File: src/rtl/vend_pkg.sv
// Encodings shared by the coin feeder and the vending FSM it drives.
package vend_pkg;

   typedef enum logic [4:0] {
      ST_IDLE  = 5'b00001,
      ST_COIN  = 5'b00010,
      ST_GAP   = 5'b00100,
      ST_DRAIN = 5'b01000,
      ST_DONE  = 5'b10000
   } state_e;

   typedef enum logic [1:0] {
      COIN_NONE = 2'd0,
      COIN_1    = 2'd1,
      COIN_2    = 2'd2
   } coin_e;

   localparam int         DRAIN_LEN    = 2;
   localparam int         CNT_W        = 4;
   localparam logic [3:0] VEND_CNT_MAX = 4'd15;
   localparam logic [5:0] CHG_SUM_MAX  = 6'd63;

endpackage

File: src/rtl/coin_feeder.sv
// Coin feeder: first coin 1 cycle after acceptance, pulses spaced by GAP idle cycles, done after a 2-cycle drain.
// pay_rdy only in IDLE; requests arriving while busy are dropped, not queued.
module coin_feeder
   import vend_pkg::*;
#(
   parameter int GAP   = 1,
   parameter int AMT_W = 4
) (
   input  logic             clk,
   input  logic             rst,
   input  logic [AMT_W-1:0] pay_amt,
   input  logic             pay_mode,
   input  logic             pay_vld,
   output logic             pay_rdy,
   output logic [1:0]       coin,
   input  logic [1:0]       vend_chg,
   input  logic             vend_vld,
   output logic             done,
   output logic [3:0]       vend_cnt,
   output logic [5:0]       chg_sum
);

   localparam logic [CNT_W-1:0] GAP_LOAD   = CNT_W'(GAP - 1);
   localparam logic [CNT_W-1:0] DRAIN_LOAD = CNT_W'(DRAIN_LEN - 1);

   state_e           state_q, state_d;
   logic [AMT_W-1:0] remain_q, remain_d;
   logic             mode_q, mode_d;
   logic [CNT_W-1:0] gap_q, gap_d;
   logic [3:0]       cnt_q, cnt_d;
   logic [5:0]       chg_q, chg_d;
   coin_e            coin_c;
   logic [6:0]       chg_add;

   assign chg_add = {1'b0, chg_q} + {5'b0, vend_chg};

   always_ff @(posedge clk or posedge rst) begin
      if (rst) begin
         state_q  <= ST_IDLE;
         remain_q <= '0;
         mode_q   <= 1'b0;
         gap_q    <= '0;
         cnt_q    <= '0;
         chg_q    <= '0;
      end else begin
         state_q  <= state_d;
         remain_q <= remain_d;
         mode_q   <= mode_d;
         gap_q    <= gap_d;
         cnt_q    <= cnt_d;
         chg_q    <= chg_d;
      end
   end

   always_comb begin
      state_d  = state_q;
      remain_d = remain_q;
      mode_d   = mode_q;
      gap_d    = gap_q;
      cnt_d    = cnt_q;
      chg_d    = chg_q;
      coin_c   = COIN_NONE;
      pay_rdy  = 1'b0;
      done     = 1'b0;

      // Dispenses count in every busy state, including the drain and done cycles.
      if (state_q != ST_IDLE && vend_vld) begin
         cnt_d = (cnt_q == VEND_CNT_MAX) ? VEND_CNT_MAX : cnt_q + 4'd1;
         chg_d = (chg_add > {1'b0, CHG_SUM_MAX}) ? CHG_SUM_MAX : chg_add[5:0];
      end

      case (state_q)
         ST_IDLE: begin
            pay_rdy = 1'b1;
            if (pay_vld) begin
               remain_d = pay_amt;
               mode_d   = pay_mode;
               cnt_d    = '0;
               chg_d    = '0;
               if (pay_amt == '0) begin
                  state_d = ST_DRAIN;
                  gap_d   = DRAIN_LOAD;
               end else begin
                  state_d = ST_COIN;
               end
            end
         end
         ST_COIN: begin
            if (mode_q && ((remain_q >> 1) != '0)) begin
               coin_c   = COIN_2;
               remain_d = remain_q - AMT_W'(2);
            end else begin
               coin_c   = COIN_1;
               remain_d = remain_q - AMT_W'(1);
            end
            gap_d   = GAP_LOAD;
            state_d = ST_GAP;
         end
         ST_GAP: begin
            if (gap_q == '0) begin
               if (remain_q != '0) begin
                  state_d = ST_COIN;
               end else begin
                  state_d = ST_DRAIN;
                  gap_d   = DRAIN_LOAD;
               end
            end else begin
               gap_d = gap_q - 1'b1;
            end
         end
         ST_DRAIN: begin
            if (gap_q == '0) state_d = ST_DONE;
            else             gap_d   = gap_q - 1'b1;
         end
         ST_DONE: begin
            done    = 1'b1;
            state_d = ST_IDLE;
         end
         default: state_d = ST_IDLE;
      endcase
   end

   assign coin     = coin_c;
   assign vend_cnt = cnt_q;
   assign chg_sum  = chg_q;

endmodule

File: config.mk
export PLATFORM = sky130hd
export DESIGN_NAME = coin_feeder
export DESIGN_NICKNAME = d
export VERILOG_FILES = /design/src/rtl/vend_pkg.sv /design/src/rtl/coin_feeder.sv
export SDC_FILE = /design/constraint.sdc
export NUM_CORES = 1
export LEC_CHECK = 0
export ABC_AREA = 1
export BUFFER_PORTS_ARGS = -buffer_cell sky130_fd_sc_hd__buf_2
export CORE_UTILIZATION = 60
export CTS_CLUSTER_DIAMETER = 150
export CTS_CLUSTER_SIZE = 30
export DETAILED_ROUTE_END_ITERATION = 10
export PLACE_DENSITY = 0.81
export SYNTH_ARGS = -nofsm -noshare
export SYNTH_HDL_FRONTEND = slang
export SYNTH_SLANG_ARGS = --single-unit
File: constraint.sdc
create_clock -name clk -period 2.45 [get_ports clk]
set_input_delay 0.735 -clock clk [delete_from_list [all_inputs] [get_ports clk]]
set_output_delay 0.735 -clock clk [all_outputs]
set_load 0.1 [all_outputs]
==> results of run 1 <==
## worst max-delay path: stages, from the launching register on
cell and delay [ns]:
dfrtp_1 0.43, nor2_2 0.20, nand4_1 0.26, nor2_4 0.24
buf_12 0.19
## final timing paths
check / start / end / slack (ns) / cells after the start
worst min register to register: gap_q[0]$_DFFE_PP0P_ / gap_q[0]$_DFFE_PP0P_ / 0.51 / 2
worst max-delay path: state_q[2]$_DFFE_PP0P_ / coin[0] / 0.1 / 4
worst min-delay path: rst / chg_sum[5]$_DFF_PP0_ / 0.45 / 3
max in group asynchronous: rst / state_q[0]$_DFFE_PP1P_ / 1.71 / 3
min in group clk: gap_q[0]$_DFFE_PP0P_ / gap_q[0]$_DFFE_PP0P_ / 0.51 / 2
worst max register to register: chg_sum[0]$_DFF_PP0_ / chg_sum[2]$_DFF_PP0_ / 0.79 / 5
## cells by family after synthesis
| group | share of synthesized area [%] |
|---|---|
| flops | 36.41 |
| simple gates | 34.97 |
| xor+xnor | 2.120 |
| fa+ha+maj | 7.268 |
| buf+inv | 6.964 |
| compound gates | 12.26 |
## placed cells by master, fill, tap and decap left out, types with 4 or more instances in the layout
master / count
a21oi_1: 8
buf_2: 21
dfrtp_1: 23
clkbuf_4: 4
nor2_2: 5
ha_1: 8
nand2_1: 60
o21ai_0: 18
nand3_1: 16
inv_1: 20
nor2_1: 32
nand2_2: 4
## through the flow
step / utilization (%) / hold WS, ns / worst slack [ns] / cell area (um^2)
finish: 74.09 / 0.4523 / 0.09631 / 1886
global route: 74.09 / 0.4669 / -0.003499 / 1886
CTS: 73.80 / 0.4571 / 0.02144 / 1878
detailed placement: 72.37 / 0.4807 / 0.3555 / 1842
global placement: 72.37 / 0.4878 / 0.4042 / 1842
floorplan: - / 0.4624 / 0.01643 / 1658
## flip-flops by register name, indices dropped and copies added, names as in the netlist
name and flops:
vend_cnt 4, chg_sum 6, mode_q 1, state_q 5, remain_q 4, gap_q 4
## cell type report
type | count | area [um^2] | share of cell area (%)
inverter | 25 | 96.34 | 5.109
sequential | 24 | 601.8 | 31.92
multi-input combinational | 176 | 945.9 | 50.17
tap | 30 | 37.54 | 1.991
timing repair buffer | 26 | 167.7 | 8.892
clock buffer | 4 | 36.28 | 1.924
## layer usage
layer	GRT usage [%]	vias up	routed length [um]
met5	0	-	0
met4	5.983	0	15
met3	3.611	2	70
met2	44.11	21	1567
met1	32.80	719	1598
li1	-	789	-
==> impl_metrics.py, run 1 <==
metrics = {
    "clocking": {
        "clk_pin_slew_ns": 0.13,
        "clk_path_buf_depth": 2,
        "clock_latency_ns": 0.30,
        "cts-root-buf": "clkbuf_4",
        "cts_hold_buffers": 0,
        "cts_tree": "yes",
        "h-tree-depth": 1,
        "postCtsResizedCells": 0,
        "cts.sinks": 24,
        "cts_inserted_buffers": 3,
        "post_cts_buffers": 0,
    },
    "sta": {
        "skew_ns": 0.002430,
        "setup_violations": 0,
        "min_period_ns": 2.354,
        "hold_violations": 0,
        "worst_pin_slew_ns": 0.4867,
        "final-max-slew-violation-count": 0,
        "slew_headroom_pct": 67.78,
        "setup_tns_ns": 0,
        "fin_crit_sh_pct": 96.07,
        "fmax_ghz": 0.4249,
    },
    "setup_path": {
        "start_kind": "register",
        "arrival_ns": 1.62,
        "worstPathMaxFanout": 4,
        "cp-end-kind": "output port",
        "crit_type": "register to output port",
        "worstPathRequired_ns": 1.71,
    },
    "placement": {
        "gp_congestion": 0.8075,
        "dp_cells": 281,
        "io_buffers": 24,
        "dp.final_hpwl_um": 2529,
    },
    "finish": {
        "area_delta_synth_final_pct": 14.08,
        "num-nets-final": 276,
        "drive_gt1_share_pct": 22.35,
        "diodes": 0,
        "instances_no_fill": 285,
        "fillers": 225,
    },
    "synthesis": {
        "synth-seq-area-share_pct": 36.41,
        "ys_types": 32,
        "ys_warn_count": 0,
        "async_flop_share_pct": 100.0,
        "netlist_area_um2": 1653,
        "postSynthNetCount": 247,
        "synth_top_area_share_pct": 34.82,
        "synth_common_cells": "nand2_1 (60), nor2_1 (34), dfrtp_1 (23), inv_1 (22), o21ai_0 (18)",
        "synth_edf_count": 0,
        "yosysTopAreaCell": "dfrtp_1",
        "ys.flop_type": "dfrtp_1",
        "yosys-top-cells-area": "dfrtp_1 (35%), nand2_1 (14%), nor2_1 (7.7%), ha_1 (6.1%), o21ai_0 (5.5%)",
        "syn_inst": 227,
        "synth_area_per_cell_um2": 7.281,
        "yosysMostFrequentCell": "nand2_1",
        "ys_ff_latch": 24,
    },
    "detailed_routing": {
        "drc": 0,
        "drtIter0Drc": 19,
        "firstDrtPassIters": 4,
        "wl_per_cell_um": 11.41,
        "ant_nets": 0,
        "drt_wl_total_um": 3251,
        "num_vias": 1531,
        "viasPerCell": 5.372,
    },
    "global_route": {
        "grt_overflow_total": 0,
        "grt_max_degree": 25,
        "grt_pass1_vias": 1288,
        "grtUsageTotal_pct": 25.28,
        "grt_pass1_wl_um": 5354,
        "antenna_found_initial": 0,
    },
    "floorplanning": {
        "io_pins": 25,
        "start_util_pct": 64.95,
        "core_um2": 2545,
        "die_h_um": 54.49,
        "die_w_um": 54.49,
        "std_cell_rows": 18,
        "die-area_um2": 2969,
    },
    "flow_run": {
        "maxCapViolCount": 0,
    },
    "hold_path": {
        "hold_path.class": "input port to asynchronous set/reset pin",
    },
    "outcome": {
        "outcome": "completed",
    },
}
Power of run 1 is left out: the tool's default activity adds up to more than one toggle a clock period on the data nets, which glitch-free logic cannot reach.
==> inputs of run 2 (changes only) <==
Settings changed: ABC_AREA 1 to 0, PLACE_DENSITY 0.81 to 0.84.
==> run 2 against run 1 <==
  * The flow now finishes with violations (setup timing)
  * Core utilization is 3.2 points higher
  * Worst setup slack worse by 0.11 ns
  * Global-route usage is 5.0 points higher
  * Via count is 4.2% lower
  * Routed wire length is 21% higher
  * Cell count is 20% lower
  * Critical path type unchanged
  * Largest cell class unchanged
==> impl_metrics.py, run 2 <==
metrics = {
    "finish": {
        "instances_no_fill": 229,
        "final_util_pct": 77.32,
        "largest_reg_flops": 6,
        "final_cell_mix": "dfrtp_1 (23), buf_2 (20), inv_1 (13), nand2_1 (13), a21oi_1 (11)",
        "num-nets-final": 220,
        "final_common_cell": "dfrtp_1",
        "drive_gt1_share_pct": 26.13,
        "area_delta_synth_final_pct": 21.60,
        "diodes": 0,
    },
    "hold_path": {
        "hold_path.class": "input port to asynchronous set/reset pin",
    },
    "flow_run": {
        "maxCapViolCount": 0,
    },
    "sta": {
        "fin_crit_sh_pct": 100.6,
        "skew_ns": 0.002689,
        "setup_tns_ns": -0.01531,
        "setup_violations": 1,
        "fmax_ghz": 0.4056,
        "hold_violations": 0,
        "setup_slack_ns": -0.01531,
        "final-max-slew-violation-count": 0,
        "rsz0062_at_grt": "true",
        "worst_pin_slew_ns": 0.7565,
        "min_period_ns": 2.465,
        "slew_headroom_pct": 49.46,
    },
    "global_route": {
        "grt_overflow_total": 0,
        "grtUsageTotal_pct": 30.28,
        "grt_max_degree": 25,
        "grt_pass1_vias": 1390,
        "antenna_found_initial": 0,
        "grt_pass1_wl_um": 6230,
    },
    "floorplanning": {
        "std_cell_rows": 18,
        "die_h_um": 53.24,
        "die_w_um": 53.24,
        "start_util_pct": 63.59,
        "io_pins": 25,
        "core_um2": 2477,
        "die-area_um2": 2835,
    },
    "placement": {
        "dp.final_hpwl_um": 2896,
        "io_buffers": 24,
        "gp_congestion": 0.9234,
        "dp_cells": 223,
    },
    "clocking": {
        "cts_inserted_buffers": 3,
        "cts_tree": "yes",
        "cts-root-buf": "clkbuf_4",
        "clk_path_buf_depth": 2,
        "h-tree-depth": 1,
        "cts.sinks": 24,
        "clock_latency_ns": 0.32,
        "clk_pin_slew_ns": 0.14,
    },
    "detailed_routing": {
        "wl_per_cell_um": 17.16,
        "viasPerCell": 6.406,
        "firstDrtPassIters": 5,
        "drt_wl_total_um": 3929,
        "drc": 0,
        "num_vias": 1467,
        "drtIter0Drc": 49,
        "ant_nets": 0,
    },
    "outcome": {
        "outcome": "complete, but fails checks",
        "violations": "setup timing",
    },
    "synthesis": {
        "ys_warn_count": 0,
        "yosysTopAreaCell": "dfrtp_1",
        "synth_top_area_share_pct": 36.54,
        "synth-seq-area-share_pct": 38.20,
        "yosys-top-cells-area": "dfrtp_1 (37%), ha_1 (6.4%), a21oi_1 (3.8%), inv_1 (3.1%), nand2_1 (3.1%)",
        "synth_common_cells": "dfrtp_1 (23), inv_1 (13), nand2_1 (13), a21oi_1 (12), nand3_1 (9)",
        "ys_ff_latch": 24,
        "netlist_area_um2": 1575,
        "synth_area_per_cell_um2": 9.433,
        "synth_edf_count": 0,
        "async_flop_share_pct": 100.0,
        "yosysMostFrequentCell": "dfrtp_1",
        "ys_types": 55,
        "ys.flop_type": "dfrtp_1",
        "syn_inst": 167,
        "postSynthNetCount": 187,
    },
    "setup_path": {
        "worstPathMaxFanout": 5,
        "r2r_cells": 5,
        "cp-end-kind": "output port",
        "rr_endpoint": "gap_q[0]$_DFFE_PP0P_",
        "crit_type": "register to output port",
        "worstPathRequired_ns": 1.71,
        "r2r_slack_ns": 0.38,
        "arrival_ns": 1.73,
        "reg2reg_from": "state_q[0]$_DFFE_PP1P_",
        "start_kind": "register",
    },
}
==> run 2: final cells by class <==
| type | count | area (um^2) |
|---|---|---|
| fill | 177 | 561.8 |
| tap | 30 | 37.54 |
| inverter | 13 | 48.80 |
| timing repair buffer | 33 | 247.7 |
| sequential | 24 | 601.8 |
| clock buffer | 4 | 26.28 |
| multi-input combinational | 125 | 953.4 |
==> run 2: how the worst max path moves through the flow <==
stage | startpoint | to | slack, ns | cells past startpoint
2_1_floorplan | state_q[4]$_DFFE_PP0P_ | done | -0.03 | 3
3_3_place_gp | pay_amt[2] | gap_q[0]$_DFFE_PP0P_ | 0.27 | 6
3_5_place_dp | vend_chg[0] | chg_sum[2]$_DFF_PP0_ | 0.12 | 7
4_1_cts | state_q[0]$_DFFE_PP1P_ | pay_rdy | -0.05 | 3
5_1_grt | state_q[0]$_DFFE_PP1P_ | pay_rdy | -0.05 | 3
6_report | state_q[0]$_DFFE_PP1P_ | pay_rdy | -0.02 | 3
==> run 2: cells by family after synthesis <==
kind of cell | after synthesis | synth area share [%]
simple gates | 59 | 22.24
compound gates | 50 | 22.16
flops | 24 | 38.21
buf+inv | 18 | 5.242
fa+ha+maj | 9 | 7.625
mux | 6 | 3.971
xor+xnor | 1 | 0.5561
==> run 2: per-stage QoR <==
step                hold slack [ns]  area, um^2  setup slack (ns)
global placement             0.5177        1846            0.2737
CTS                          0.4379        1888          -0.05304
global route                 0.4562        1916          -0.05243
detailed placement           0.5157        1846            0.1232
floorplan                    0.4952        1609          -0.02744
finish                       0.4299        1916          -0.01531
==> run 2: what timing repair did <==
action,4_1_cts,5_1_grt
endpoints found under the hold margin,0,0
gates resized for setup,3,3
pin swaps,0,0
hold buffers,0,0
buffers inserted,0,2
endpoints found under the setup margin,3,3
==> run 2: routing by layer <==
| metal | track usage, % | vias to the layer above | part of all wire, % |
|---|---|---|---|
| li1 | - | 690 | - |
| met1 | 37.09 | 724 | 41 |
| met2 | 54.37 | 45 | 53 |
| met3 | 3.736 | 8 | 4.6 |
| met4 | 9.211 | 0 | 1.5 |
| met5 | 0 | - | 0 |
==> run 2: worst max-delay path, cell delays in order, from the launching register on <==
cell	delay, ns
dfstp_2	0.59
or4b_4	0.49
nor2_4	0.14
buf_12	0.18
Power of run 2 is left out for the same reason.
==> inputs of run 3 (changes only) <==
Settings changed: CORE_UTILIZATION 60 to 56, PLACE_DENSITY 0.84 to 0.79.
Clock period 2.45 ns to 2.56 ns, I/O delays scaled along.
==> run 3 against run 2 <==
  * The flow now finishes without violations
  * Final area increased by 0.39%
  * Critical path depth stayed put
  * First-iteration DRC count grew 45%
  * Critical path type unchanged
  * Largest cell class unchanged
==> impl_metrics.py, run 3 (synthesis gave the netlist of run 2 again) <==
metrics = {
    "sta": {
        "rsz0062_at_grt": "false",
        "min_period_ns": 2.485,
        "skew_ns": 0.01291,
        "hold_violations": 0,
        "fin_crit_sh_pct": 97.08,
        "slew_headroom_pct": 67.74,
        "setup_slack_ns": 0.07474,
        "fmax_ghz": 0.4024,
        "final-max-slew-violation-count": 0,
        "setup_violations": 0,
        "worst_pin_slew_ns": 0.4818,
    },
    "clocking": {
        "clk_path_buf_depth": 2,
        "clock_latency_ns": 0.33,
        "clk_pin_slew_ns": 0.15,
        "cts-root-buf": "clkbuf_4",
        "cts_inserted_buffers": 3,
        "h-tree-depth": 1,
        "cts_tree": "yes",
        "cts.sinks": 24,
        "cts_hold_buffers": 0,
    },
    "detailed_routing": {
        "drt_wl_total_um": 3590,
        "firstDrtPassIters": 4,
        "wl_per_cell_um": 15.47,
        "ant_nets": 0,
        "drtIter0Drc": 71,
        "viasPerCell": 6.401,
        "drc": 0,
        "num_vias": 1485,
    },
    "global_route": {
        "grtUsageTotal_pct": 26.31,
        "grt_pass1_wl_um": 5671,
        "grt_overflow_total": 0,
        "grt_pass1_vias": 1319,
        "antenna_found_initial": 0,
        "grt_max_degree": 25,
    },
    "finish": {
        "drive_gt1_share_pct": 28.22,
        "num-nets-final": 223,
        "diodes": 0,
        "fillers": 174,
        "multi_input_area_um2": 922.1,
        "final_util_pct": 74.90,
        "area_delta_synth_final_pct": 22.08,
        "final-seq-area_um2": 604.3,
        "final_common_cell": "dfrtp_1",
        "final_cell_mix": "dfrtp_1 (21), buf_2 (20), inv_1 (13), nand2_1 (13), buf_4 (13)",
        "largest_reg_flops": 6,
    },
    "setup_path": {
        "arrival_ns": 1.72,
        "cp-end-kind": "output port",
        "crit_type": "register to output port",
        "worstPathMaxFanout": 3,
        "worstPathRequired_ns": 1.79,
        "startpoint": "state_q[0]$_DFFE_PP1P_",
        "start_kind": "register",
        "reg2reg_from": "state_q[0]$_DFFE_PP1P_",
    },
    "flow_run": {
        "maxCapViolCount": 0,
    },
    "placement": {
        "gp_congestion": 0.8969,
        "place_ws_ns": 0.2552,
        "io_buffers": 24,
        "dp.final_hpwl_um": 2649,
    },
    "floorplanning": {
        "std_cell_rows": 18,
        "start_util_pct": 61.35,
        "io_pins": 25,
        "die_h_um": 55.04,
        "die_w_um": 55.04,
        "die-area_um2": 3029,
        "core_um2": 2567,
    },
    "outcome": {
        "outcome": "completed",
    },
    "hold_path": {
        "hold_path.class": "input port to asynchronous set/reset pin",
    },
}
## run 3: final timing paths
check                                         end  slack (ns)  cells past startpoint
setup reg to reg             gap_q[0]$_DFFE_PP0P_        0.54                      5
hold reg to reg             vend_cnt[3]$_DFF_PP0_        0.55                      1
max in group asynchronous  state_q[0]$_DFFE_PP1P_        1.80                      3
hold / removal               chg_sum[1]$_DFF_PP0_        0.46                      3
setup / recovery                          pay_rdy        0.07                      3
min in group clk            vend_cnt[3]$_DFF_PP0_        0.55                      1
## run 3: worst max-delay path, cell delays in order, from the launching register on
cell,delay (ns)
dfstp_2,0.57
or4b_4,0.49
nor2_4,0.16
buf_12,0.18
## run 3: layer usage
layer,track usage (%),up-vias,routed length (um)
li1,-,704,-
met1,37.35,712,1658
met2,42.37,65,1700
met3,2.459,4,198
met4,7.500,0,33
met5,0,-,0
## run 3: cell type report
| type | count | share of cell area [%] |
|---|---|---|
| well taps | 30 | 1.952 |
| inverters | 13 | 2.537 |
| clock buffers | 3 | 1.171 |
| repair buffers | 36 | 13.40 |
| multi-input cells | 125 | 47.95 |
| clock inverters | 1 | 1.561 |
| flip-flops and latches | 24 | 31.42 |
## run 3: timing repair
action | in CTS | in global routing
pin swaps | 0 | 1
gates cloned | 0 | 0
setup endpoints to repair | 3 | 4
setup buffers | 0 | 6
resized for setup | 3 | 4
## run 3: stage by stage
stage	TNS (ns)	cell area, um^2	cells	hold slack, ns
final	0	1923	232	0.4603
after global routing	0	1923	232	0.5015
after CTS	-0.01446	1866	226	0.4694
after detailed placement	0	1802	222	0.5244
after global placement	0	1802	222	0.5043
after floorplan	-0.5864	1588	167	0.4952
Power of run 3 is left out for the same reason.
